==> src/rtl/reg_file_cc_if.sv <==
// Write-back handshake between the ALU result stage and the register file.
// The master presents a result; the slave (register file) returns ready.
interface reg_file_cc_if #(
   parameter int WIDTH = 16,
   parameter int AW    = 3
);
   logic             wb_valid;
   logic             wb_ready;
   logic [AW-1:0]    wb_dr;
   logic [WIDTH-1:0] wb_data;
   logic             wb_ld_cc;

   modport master (output wb_valid, wb_dr, wb_data, wb_ld_cc, input wb_ready);
   modport slave  (input wb_valid, wb_dr, wb_data, wb_ld_cc, output wb_ready);
endinterface

==> src/rtl/reg_file_cc.sv <==
// Register file with a one-entry write-back pending stage, read bypass from
// the pending entry, and N/Z/P condition codes updated at commit.
module reg_file_cc #(
   parameter int WIDTH = 16,
   parameter int NREGS = 8,
   localparam int AW = (NREGS > 1) ? $clog2(NREGS) : 1
) (
   input  logic             clk,
   input  logic             reset,
   reg_file_cc_if.slave     wb,
   input  logic             stall,
   input  logic [AW-1:0]    sr1,
   input  logic [AW-1:0]    sr2,
   output logic [WIDTH-1:0] sr1_out,
   output logic [WIDTH-1:0] sr2_out,
   output logic [2:0]       nzp,
   output logic             pend_valid
);

   typedef enum logic {EMPTY = 1'b0, HELD = 1'b1} state_t;

   state_t           state_q, state_d;
   logic [AW-1:0]    pend_dr_q, pend_dr_d;
   logic [WIDTH-1:0] pend_data_q, pend_data_d;
   logic             pend_ld_cc_q, pend_ld_cc_d;
   logic [2:0]       nzp_q, nzp_d;
   logic [WIDTH-1:0] regs_q [NREGS];
   logic [WIDTH-1:0] regs_d [NREGS];

   logic accept;
   logic commit;
   logic pend_in_range;

   assign pend_valid    = (state_q == HELD);
   assign nzp           = nzp_q;
   assign pend_in_range = (int'(pend_dr_q) < NREGS);

   // Pending-stage control, commit into the array and condition-code update.
   always_comb begin
      state_d      = state_q;
      pend_dr_d    = pend_dr_q;
      pend_data_d  = pend_data_q;
      pend_ld_cc_d = pend_ld_cc_q;
      nzp_d        = nzp_q;
      regs_d       = regs_q;

      wb.wb_ready = !(pend_valid && stall);
      accept      = wb.wb_valid && wb.wb_ready;
      commit      = pend_valid && !stall;

      if (commit) begin
         if (pend_in_range) begin
            regs_d[pend_dr_q] = pend_data_q;
         end
         if (pend_ld_cc_q) begin
            if (pend_data_q[WIDTH-1]) begin
               nzp_d = 3'b100;
            end else if (pend_data_q == '0) begin
               nzp_d = 3'b010;
            end else begin
               nzp_d = 3'b001;
            end
         end
      end

      case (state_q)
         EMPTY: if (accept) state_d = HELD;
         HELD:  if (!stall) state_d = accept ? HELD : EMPTY;
         default: state_d = EMPTY;
      endcase

      if (accept) begin
         pend_dr_d    = wb.wb_dr;
         pend_data_d  = wb.wb_data;
         pend_ld_cc_d = wb.wb_ld_cc;
      end
   end

   // Read ports: the held entry shadows the array; out-of-range indices read 0.
   always_comb begin
      sr1_out = '0;
      sr2_out = '0;
      if (pend_valid && pend_in_range && (sr1 == pend_dr_q)) begin
         sr1_out = pend_data_q;
      end else if (int'(sr1) < NREGS) begin
         sr1_out = regs_q[sr1];
      end
      if (pend_valid && pend_in_range && (sr2 == pend_dr_q)) begin
         sr2_out = pend_data_q;
      end else if (int'(sr2) < NREGS) begin
         sr2_out = regs_q[sr2];
      end
   end

   always_ff @(posedge clk) begin
      if (reset) begin
         state_q      <= EMPTY;
         pend_dr_q    <= '0;
         pend_data_q  <= '0;
         pend_ld_cc_q <= 1'b0;
         nzp_q        <= 3'b010;
         for (int i = 0; i < NREGS; i++) begin
            regs_q[i] <= '0;
         end
      end else begin
         state_q      <= state_d;
         pend_dr_q    <= pend_dr_d;
         pend_data_q  <= pend_data_d;
         pend_ld_cc_q <= pend_ld_cc_d;
         nzp_q        <= nzp_d;
         regs_q       <= regs_d;
      end
   end

endmodule

==> src/flat_wrapper.sv <==
// flat-port wrapper written by rule: the top's interface ports become plain ports
module reg_file_cc_flat 
#(
   parameter int WIDTH = 16,
   parameter int NREGS = 8,
   localparam int AW = (NREGS > 1) ? $clog2(NREGS) : 1
)
  (clk, reset, stall, sr1, sr2, sr1_out, sr2_out, nzp, pend_valid, wb_wb_valid, wb_wb_dr, wb_wb_data, wb_wb_ld_cc, wb_wb_ready);
  reg_file_cc_if #(.WIDTH(WIDTH), .AW(3)) wb_i ();
  input  logic clk;
  input  logic reset;
  input  logic stall;
  input  logic [AW-1:0] sr1;
  input  logic [AW-1:0] sr2;
  output logic [WIDTH-1:0] sr1_out;
  output logic [WIDTH-1:0] sr2_out;
  output logic [2:0] nzp;
  output logic pend_valid;
  input wire logic [$bits(wb_i.wb_valid)-1:0] wb_wb_valid;
  input wire logic [$bits(wb_i.wb_dr)-1:0] wb_wb_dr;
  input wire logic [$bits(wb_i.wb_data)-1:0] wb_wb_data;
  input wire logic [$bits(wb_i.wb_ld_cc)-1:0] wb_wb_ld_cc;
  output wire logic [$bits(wb_i.wb_ready)-1:0] wb_wb_ready;
  assign wb_i.wb_valid = wb_wb_valid;
  assign wb_i.wb_dr = wb_wb_dr;
  assign wb_i.wb_data = wb_wb_data;
  assign wb_i.wb_ld_cc = wb_wb_ld_cc;
  assign wb_wb_ready = wb_i.wb_ready;
  reg_file_cc #(.WIDTH(WIDTH), .NREGS(NREGS)) u_core (.clk(clk), .reset(reset), .wb(wb_i), .stall(stall), .sr1(sr1), .sr2(sr2), .sr1_out(sr1_out), .sr2_out(sr2_out), .nzp(nzp), .pend_valid(pend_valid));
endmodule
==> config.mk <==
export PLATFORM = sky130hd
export DESIGN_NAME = reg_file_cc_flat
export DESIGN_NICKNAME = d
export VERILOG_FILES = /design/src/rtl/reg_file_cc_if.sv /design/src/rtl/reg_file_cc.sv /design/src/flat_wrapper.sv
export SDC_FILE = /design/constraint.sdc
export NUM_CORES = 1
export LEC_CHECK = 0
export CAP_MARGIN = 10
export CORE_MARGIN = 5
export CORE_UTILIZATION = 50
export DETAILED_ROUTE_END_ITERATION = 10
export PLACE_DENSITY = 0.71
export SYNTH_ARGS = -nofsm -noshare
export SYNTH_HDL_FRONTEND = slang
export SYNTH_SLANG_ARGS = --single-unit
==> constraint.sdc <==
create_clock -name clk -period 2.3 [get_ports clk]
set_clock_uncertainty 0.15 [all_clocks]
set_input_delay 0.23 -clock clk [delete_from_list [all_inputs] [get_ports clk]]
set_output_delay 0.23 -clock clk [all_outputs]
set_load 0.05 [all_outputs]
After elaboration in Yosys (flattened, before gate mapping)
Cells that the tools add are included.
Operators by class
  order comparisons: 4
  equality and inequality tests: 2
  multiplexer cells: 16
  bitwise operators: 4
  reduce and logical (&&, ||, !) cells: 10
Operator list (count)
  128-bit bitwise mux: 1
  16-bit 2-to-1 mux: 7
  16-bit binary-select mux with 3-bit select: 2
  16-bit demux with 3-bit select: 1
  16-bit zero test: 1
  4-bit greater-or-equal comparator, second input constant: 3
  3-bit NOT with 4-bit output: 3
  3-bit equality test: 2
  1-bit logical AND: 6
  4-bit by 1-bit less-than comparator with 1-bit output, second input constant: 1
  3-bit 2-to-1 mux: 1
  1-bit zero test: 2
  1-bit 2-to-1 mux: 2
  2-bit 2-to-1 mux: 1
  1-bit one-hot mux with 2 select lines: 1
  2-bit AND reduction: 1
  1-bit NOT: 1
Storage, ports and cells
  flip-flop bits (word level): 152
  input port bits: 30
  output and inout bits: 37
  word-level logic and storage cells: 49

Depth between registers and ports, before layout
Gate-level depths: netlist of run 1.
  depth in word-level cells: 6
  mapped depth: 7

Least setup slack after synthesis of run 1
Ideal clock, no wire load.
  path type: register -> output
  start point: register u_core.state_q, in the netlist u_core.pend_valid
  end point: output sr1_out[10]
  arrival time: 2.022 ns
  required time: 1.920 ns
  path slack: -0.102 ns
  cell stages (with the launch flop): 4
  path through: dfxtp_1 -> nand4_1 -> clkbuf_1 -> a21oi_1
On the way
  word-level cells in the longest chain between the ends: 2
Ends and longest elaborated chain
  start: declaration: line reg_file_cc.sv:22  | state_t state_q, state_d;
  start signal: assignment: line reg_file_cc.sv:106  | state_q <= state_d;
  1-bit logical AND: line reg_file_cc.sv:83  | if (pend_valid && pend_in_range && (sr1 == pend_dr_q)) begin
  16-bit 2-to-1 mux: line reg_file_cc.sv:83
  end: declaration: line flat_wrapper.sv:15  | output logic [WIDTH-1:0] sr1_out;
Every way passes these cells.

Final worst setup path of run 1
  start point: register u_core.pend_dr_q[0]
  end point: output sr1_out[10]
On the way
  word-level cells in the longest chain between the ends: 3
Ends and longest elaborated chain
  start: declaration: line reg_file_cc.sv:23  | logic [AW-1:0] pend_dr_q, pend_dr_d;
  start signal: assignment: line reg_file_cc.sv:107  | pend_dr_q <= pend_dr_d;
  3-bit equality test: line reg_file_cc.sv:83
  1-bit logical AND: line reg_file_cc.sv:83
  16-bit 2-to-1 mux: line reg_file_cc.sv:83
Every way passes these cells.

==> results by group, run 1 <==
Global route
  • Pin count of the biggest net entering global routing: 54
  • Initial antenna violation count: 0
  • Vias in the first global route: 6630
  • Gr usage total: 25.6%
  • Global route overflow: 0
  • First-pass GRT wire length: 36000 um

Worst setup path
  • Reg-to-reg endpoint: u_core.regs_q[15]
  • Worst r2r src: u_core.pend_dr_q[0]
  • Flop-to-flop setup slack: 0.39 ns
  • Arrival @ worst endpoint: 1.88 ns
  • Crit end category: output port
  • WP buf/inv: 2
  • Required time worst endpoint: 1.92 ns
  • Worst Setup SP: u_core.pend_dr_q[0]
  • Cells along the critical path: xnor2_1, nand4_1, buf_12, a21oi_1, buf_12
  • Setup crit end: sr1_out[10]
  • Crit Path Class: flip-flop to output port
  • CP top delay family: flip-flops
  • Max stage delay on crit path: 0.42 ns
  • Most used cell, CP: buf_12
  • Slowest cell on the critical path: dfxtp_1
  • Levels on crit path: 5
  • Crit path launch type: flip-flop
  • Largest fanout on the critical path: 22
  • Reg2Reg Depth: 6

Floorplanning
  • Die area: 18200 um2
  • Num ports: 67
  • Total core area: 15300 um2
  • FP Rows: 45
  • Die height: 135 um
  • Initial Util: 51.1%
  • Die Wd: 135 um

Power
  • Pwr/cell area: 629 nW/um2
  • Logic pwr share: 10.7%
  • Max VDD drop: 0.542 mV
  • Sw power: 1.54 mW
  • Switching share of total power: 24.5%
  • Clock power frac: 45.6%
  • Int Pwr: 4.74 mW
  • Flop pwr share: 43.7%
  • Design Power: 6.28 mW
  • Lkg Pwr: 3.79 nW

Cells and area
  • Most frequent cells in the layout: 149 x dfxtp_1, 140 x nand2_1, 101 x nor2_1
  • Most common cell after layout, fill and taps aside: dfxtp_1
  • N_diodes: 0
  • Final net count: 907
  • Layout cells sized above 1: 25.7%
  • Final core occ: 65.5%
  • Layout Cells excl Fill: 1098
  • Layout Area Growth over Synthesis: 28.0%

Drt
  • DRC viols: 0
  • First drt pass iteration count: 5
  • Final ANT Viol Nets: 0
  • Via count: 6677
  • Via/cell ratio: 6.08
  • Post-Route WL: 22800 um
  • Wirelength per Cell: 20.8 um
  • Initial DRC count: 857

Hold path
  • Hold WC Path Type: primary input to flip-flop

Placed design
  • Dpl hpwl: 15500 um
  • Placer Congestion: 0.876
  • IO buf count: 66
  • Dpl cells: 1064

STA
  • Measured slew at the worst slew-check pin: 0.663 ns
  • Fin. Hold Viols: 0
  • # setup viols final: 0
  • F_max: 443 MHz
  • Setup Total Neg Slack: 0 ns
  • Max Slew Vio Count: 0
  • Rel. slew slack: 55.7%
  • RSZ-0062 raised after global routing: yes
  • Final worst path period share: 98.2%
  • Clock period minus worst slack: 2.26 ns

CTS
  • Later-pin clock latency in the skew report: 0.43 ns
  • Hold_buf cts: 0
  • Root Driver: clkbuf_16
  • CTS Buf Count: 17
  • Max Root-Sink Buffers: 2
  • CTS tree: done
  • Htree depth: 4
  • Clk sinks: 152
  • Reg clk slew, reported paths: 0.06 ns

Status
  • Status: completed

Logic synthesis
  • Synth Register Bits: 152
  • Cells after Synth: 819
  • Top_reg_cell synth: dfxtp_1
  • Yosys cell types: 29
  • Synth Net Count: 849
  • Post-synth ARST share: 0%
  • Sequential cell area fraction in the yosys report: 39.0%
  • Synth warnings: 0
  • EDFF count, synth: 0
  • Post-Syn Area per Cell: 9.53 um2
  • Post-Syn Area: 7800 um2

Run
  • Max-cap violations: 0
layout make-up:
| class | count | area, um2 |
|---|---|---|
| flip-flops and latches | 152 | 3050 |
| clock inverters | 8 | 123 |
| clock buffers | 21 | 470 |
| well taps | 211 | 264 |
| multi-input cells | 580 | 4430 |
| repair buffers | 126 | 1660 |
| fillers | 1190 | 5270 |
kinds of logic (layout without fill, tap and decap cells):
group | after synthesis | after routing | synth area share [%]
XOR/XNOR | 6 | 6 | 0.673
AND/OR/NAND/NOR | 277 | 277 | 14.7
AO/OA/AOI/OAI | 136 | 136 | 8.79
multiplexers | 161 | 161 | 30.9
buffers and inverters | 87 | 155 | 5.96
flip-flops | 152 | 152 | 39.0
routing by layer:
metal	part of all wire (%)	global-route usage, %
met4	4.5	12.6
met1	39	31.8
met3	7.4	6.78
met2	49	41.6
met5	0	0
Yosys cell counts (6+ instances only):
master	number	area, um2
clkbuf_1	39	146
a21oi_1	118	591
nor2_1	101	379
nand3_1	17	85.1
mux4_2	64	1440
nand2_1	140	526
mux2i_1	97	971
buf_4	8	60.1
o21ai_0	16	80.1
xnor2_1	6	52.6
buf_2	30	150
dfxtp_1	152	3040
flip-flops by register name, summed over array words and instances, names as in the netlist:
register	cells
u_core.regs_q	128
u_core.nzp	3
u_core.pend_data_q	16
u_core.pend_valid	1
u_core.pend_ld_cc_q	1
u_core.pend_dr_q	3
stage by stage:
stage,cell area (um2),hold slack [ns],setup WS (ns)
finish,9990,0.125,0.0424
global route,9990,0.141,-0.0167
CTS,9950,0.119,0.00268
detailed placement,9260,0.312,-0.0722
global placement,9260,0.294,-0.0226
floorplan,7870,0.197,-0.102
worst min path at each step:
| stage | startpoint | cells after the start | end |
|---|---|---|---|
| after floorplan | wb_wb_valid | 2 | u_core.pend_valid |
| after global placement | u_core.pend_ld_cc_q | 2 | u_core.pend_ld_cc_q |
| after detailed placement | u_core.regs_q[113] | 2 | u_core.regs_q[113] |
| after CTS | reset | 2 | u_core.regs_q[55] |
| after global routing | reset | 2 | u_core.regs_q[76] |
| final | reset | 2 | u_core.regs_q[55] |
power by group through the flow:
stage	clock network [mW]	logic, mW	registers, mW
CTS	2.89	0.670	2.74
floorplan	0	0.410	2.74
global placement	0	0.641	2.80
global route	3.00	0.711	2.75
detailed placement	0	0.649	2.80
finish	2.86	0.675	2.74
repair_timing:
| action | CTS | global route |
|---|---|---|
| gates cloned | 1 | 0 |
| buffers inserted | 4 | 0 |
| setup endpoints to repair | 22 | 16 |
| pin swaps | 0 | 1 |
| gates resized for setup | 8 | 11 |
| endpoints found under the hold margin | 0 | 0 |
(Power assumes the default switching activity.)
==> inputs of run 2 (changes only) <==
- RECOVER_POWER: unset -> 50
==> run 2 against run 1 <==
- setup slack better by 0.013 ns
- non-clock buffer count unchanged
- first-iteration DRC count down 2.3%
- final cell count unchanged
- total power down 0.12%
- clock power about the same
- fmax up 0.57%
==> results by group, run 2 (synthesis results as in run 1) <==
Floorplanning
  • Total core area: 15300 um2 (unchanged)
  • Num ports: 67 (unchanged)
  • FP Rows: 45 (unchanged)
  • Die height: 135 um (unchanged)
  • Die area: 18200 um2 (unchanged)
  • Initial Util: 51.1% (unchanged)
  • Die Wd: 135 um (unchanged)

Drt
  • DRC viols: 0 (unchanged)
  • Final ANT Viol Nets: 0 (unchanged)
  • Initial DRC count: 837 (-2.3%)
  • Wirelength per Cell: 20.7 um (-0.28%)
  • Via/cell ratio: 6.03 (-0.90%)
  • Via count: 6617 (-0.90%)
  • Post-Route WL: 22700 um (-0.28%)
  • First drt pass iteration count: 5 (unchanged)

Cells and area
  • Most common cell after layout, fill and taps aside: dfxtp_1
  • N_diodes: 0 (unchanged)
  • Number of flip-flops in the largest register: 128 (unchanged)
  • Final net count: 907 (unchanged)
  • Fillcell total: 1192 (+0.17%)
  • Fin area: 9970 um2 (-0.18%)
  • Largest registers: u_core.regs_q (128), u_core.pend_data_q (16)
  • Layout Cells excl Fill: 1098 (unchanged)
  • Layout cells sized above 1: 25.7% (unchanged)
  • Layout Area Growth over Synthesis: 27.8%
  • Most frequent cells in the layout: 149 x dfxtp_1, 140 x nand2_1, 101 x nor2_1
  • Largest register by flop count: u_core.regs_q
  • Final core occ: 65.4% (-0.11 points)

STA
  • Hold_ws: 0.200 ns (+0.0749 ns)
  • Measured slew at the worst slew-check pin: 1.11 ns (+0.442 ns)
  • Max Slew Vio Count: 0 (unchanged)
  • Setup Total Neg Slack: 0 ns (unchanged)
  • Clock period minus worst slack: 2.24 ns (-0.0128 ns)
  • RSZ-0062 raised after global routing: yes
  • Fin. Hold Viols: 0 (unchanged)
  • Final worst path period share: 97.6% (-0.56 points)
  • # setup viols final: 0 (unchanged)
  • Worst setup margin: 0.0552 ns (+0.0128 ns)
  • Rel. slew slack: 26.3% (-29 points)
  • F_max: 445 MHz (+0.57%)

Power
  • Design Power: 6.27 mW (-0.12%)
  • Lkg Pwr: 3.79 nW (-0.16%)
  • Clock power frac: 45.6% (about the same)
  • Switching share of total power: 24.5% (-0.041 points)
  • Max VDD drop: 0.539 mV (-0.48%)
  • Int Pwr: 4.74 mW (about the same)
  • Flop pwr share: 43.7% (about the same)
  • Logic pwr share: 10.7% (about the same)
  • Sw power: 1.53 mW (-0.28%)
  • Pwr/cell area: 629 nW/um2 (about the same)

Global route
  • Global route overflow: 0 (unchanged)
  • First-pass GRT wire length: 36000 um (unchanged)
  • Initial antenna violation count: 0 (unchanged)
  • Vias in the first global route: 6630 (unchanged)
  • Gr usage total: 25.6% (unchanged)
  • Pin count of the biggest net entering global routing: 54 (unchanged)

CTS
  • CTS tree: done
  • Later-pin clock latency in the skew report: 0.43 ns (about the same)
  • Reg clk slew, reported paths: 0.06 ns (about the same)
  • CTS Buf Count: 17 (unchanged)
  • Hold_buf cts: 0 (unchanged)
  • Htree depth: 4 (unchanged)
  • Clk sinks: 152 (unchanged)
  • Max Root-Sink Buffers: 2 (unchanged)
  • Root Driver: clkbuf_16

Placed design
  • DP Area: 9260 um2 (unchanged)
  • IO buf count: 66 (unchanged)
  • Dpl hpwl: 15500 um (unchanged)
  • Worst slack, placed: -0.0722 ns (unchanged)
  • Placer Congestion: 0.876 (unchanged)
  • Dpl cells: 1064 (unchanged)

Worst setup path
  • Required time worst endpoint: 1.92 ns (about the same)
  • Crit Path Class: flip-flop to output port
  • Arrival @ worst endpoint: 1.86 ns (-0.02 ns)
  • Largest fanout on the critical path: 22 (unchanged)
  • Crit end category: output port
  • Crit path launch type: flip-flop

Hold path
  • Hold WC Path Type: primary input to flip-flop

Status
  • Status: completed

Run
  • Max-cap violations: 0 (unchanged)
==> run 2: changes by cell type in the layout (fill, tap and decap cells not counted), sizes merged <==
cell / delta
buf: -2
clkbuf: +2
==> run 2: area by class of cell <==
class	count	area [um2]	share of cell area, %
repair buffers	126	1640	16.5
clock buffers	21	470	4.72
well taps	211	264	2.65
multi-input cells	580	4430	44.4
flip-flops and latches	152	3050	30.6
clock inverters	8	123	1.23
==> run 2: path summary, 6_finish.rpt <==
path	start	to	slack [ns]	cells past startpoint
worst max-delay path	u_core.pend_dr_q[0]	sr1_out[11]	0.06	5
worst max register to register	u_core.pend_valid	u_core.regs_q[122]	0.40	6
worst min register to register	u_core.regs_q[33]	u_core.regs_q[33]	0.32	2
worst min-delay path	wb_wb_data[0]	u_core.pend_data_q[0]	0.20	3
==> run 2: worst max-delay path, stage by stage, from the launching register on <==
cell and delay (ns):
dfxtp_1 0.42, xnor2_1 0.15, nand4_1 0.21, buf_12 0.22
a21oi_1 0.25, buf_12 0.18
==> run 2: routing by layer <==
metal	vias to the layer above	track usage (%)	share of wire, %
li1	2992	-	-
met1	3215	31.8	40
met2	333	41.6	49
met3	77	6.78	7.1
met4	0	12.6	4.0
met5	-	0	0
==> run 2: timing repair <==
action                                  CTS  global route
cloned                                    1             0
buffers inserted                          4             0
pin swaps                                 0             1
endpoints found under the setup margin   22            16
gates resized for setup                   8            11
==> run 2: power groups by stage <==
stage	clock (mW)	combinational, mW	sequential (mW)
floorplan	0	0.410	2.74
global placement	0	0.641	2.80
detailed placement	0	0.649	2.80
CTS	2.89	0.670	2.74
global route	3.00	0.708	2.75
finish	2.86	0.671	2.74
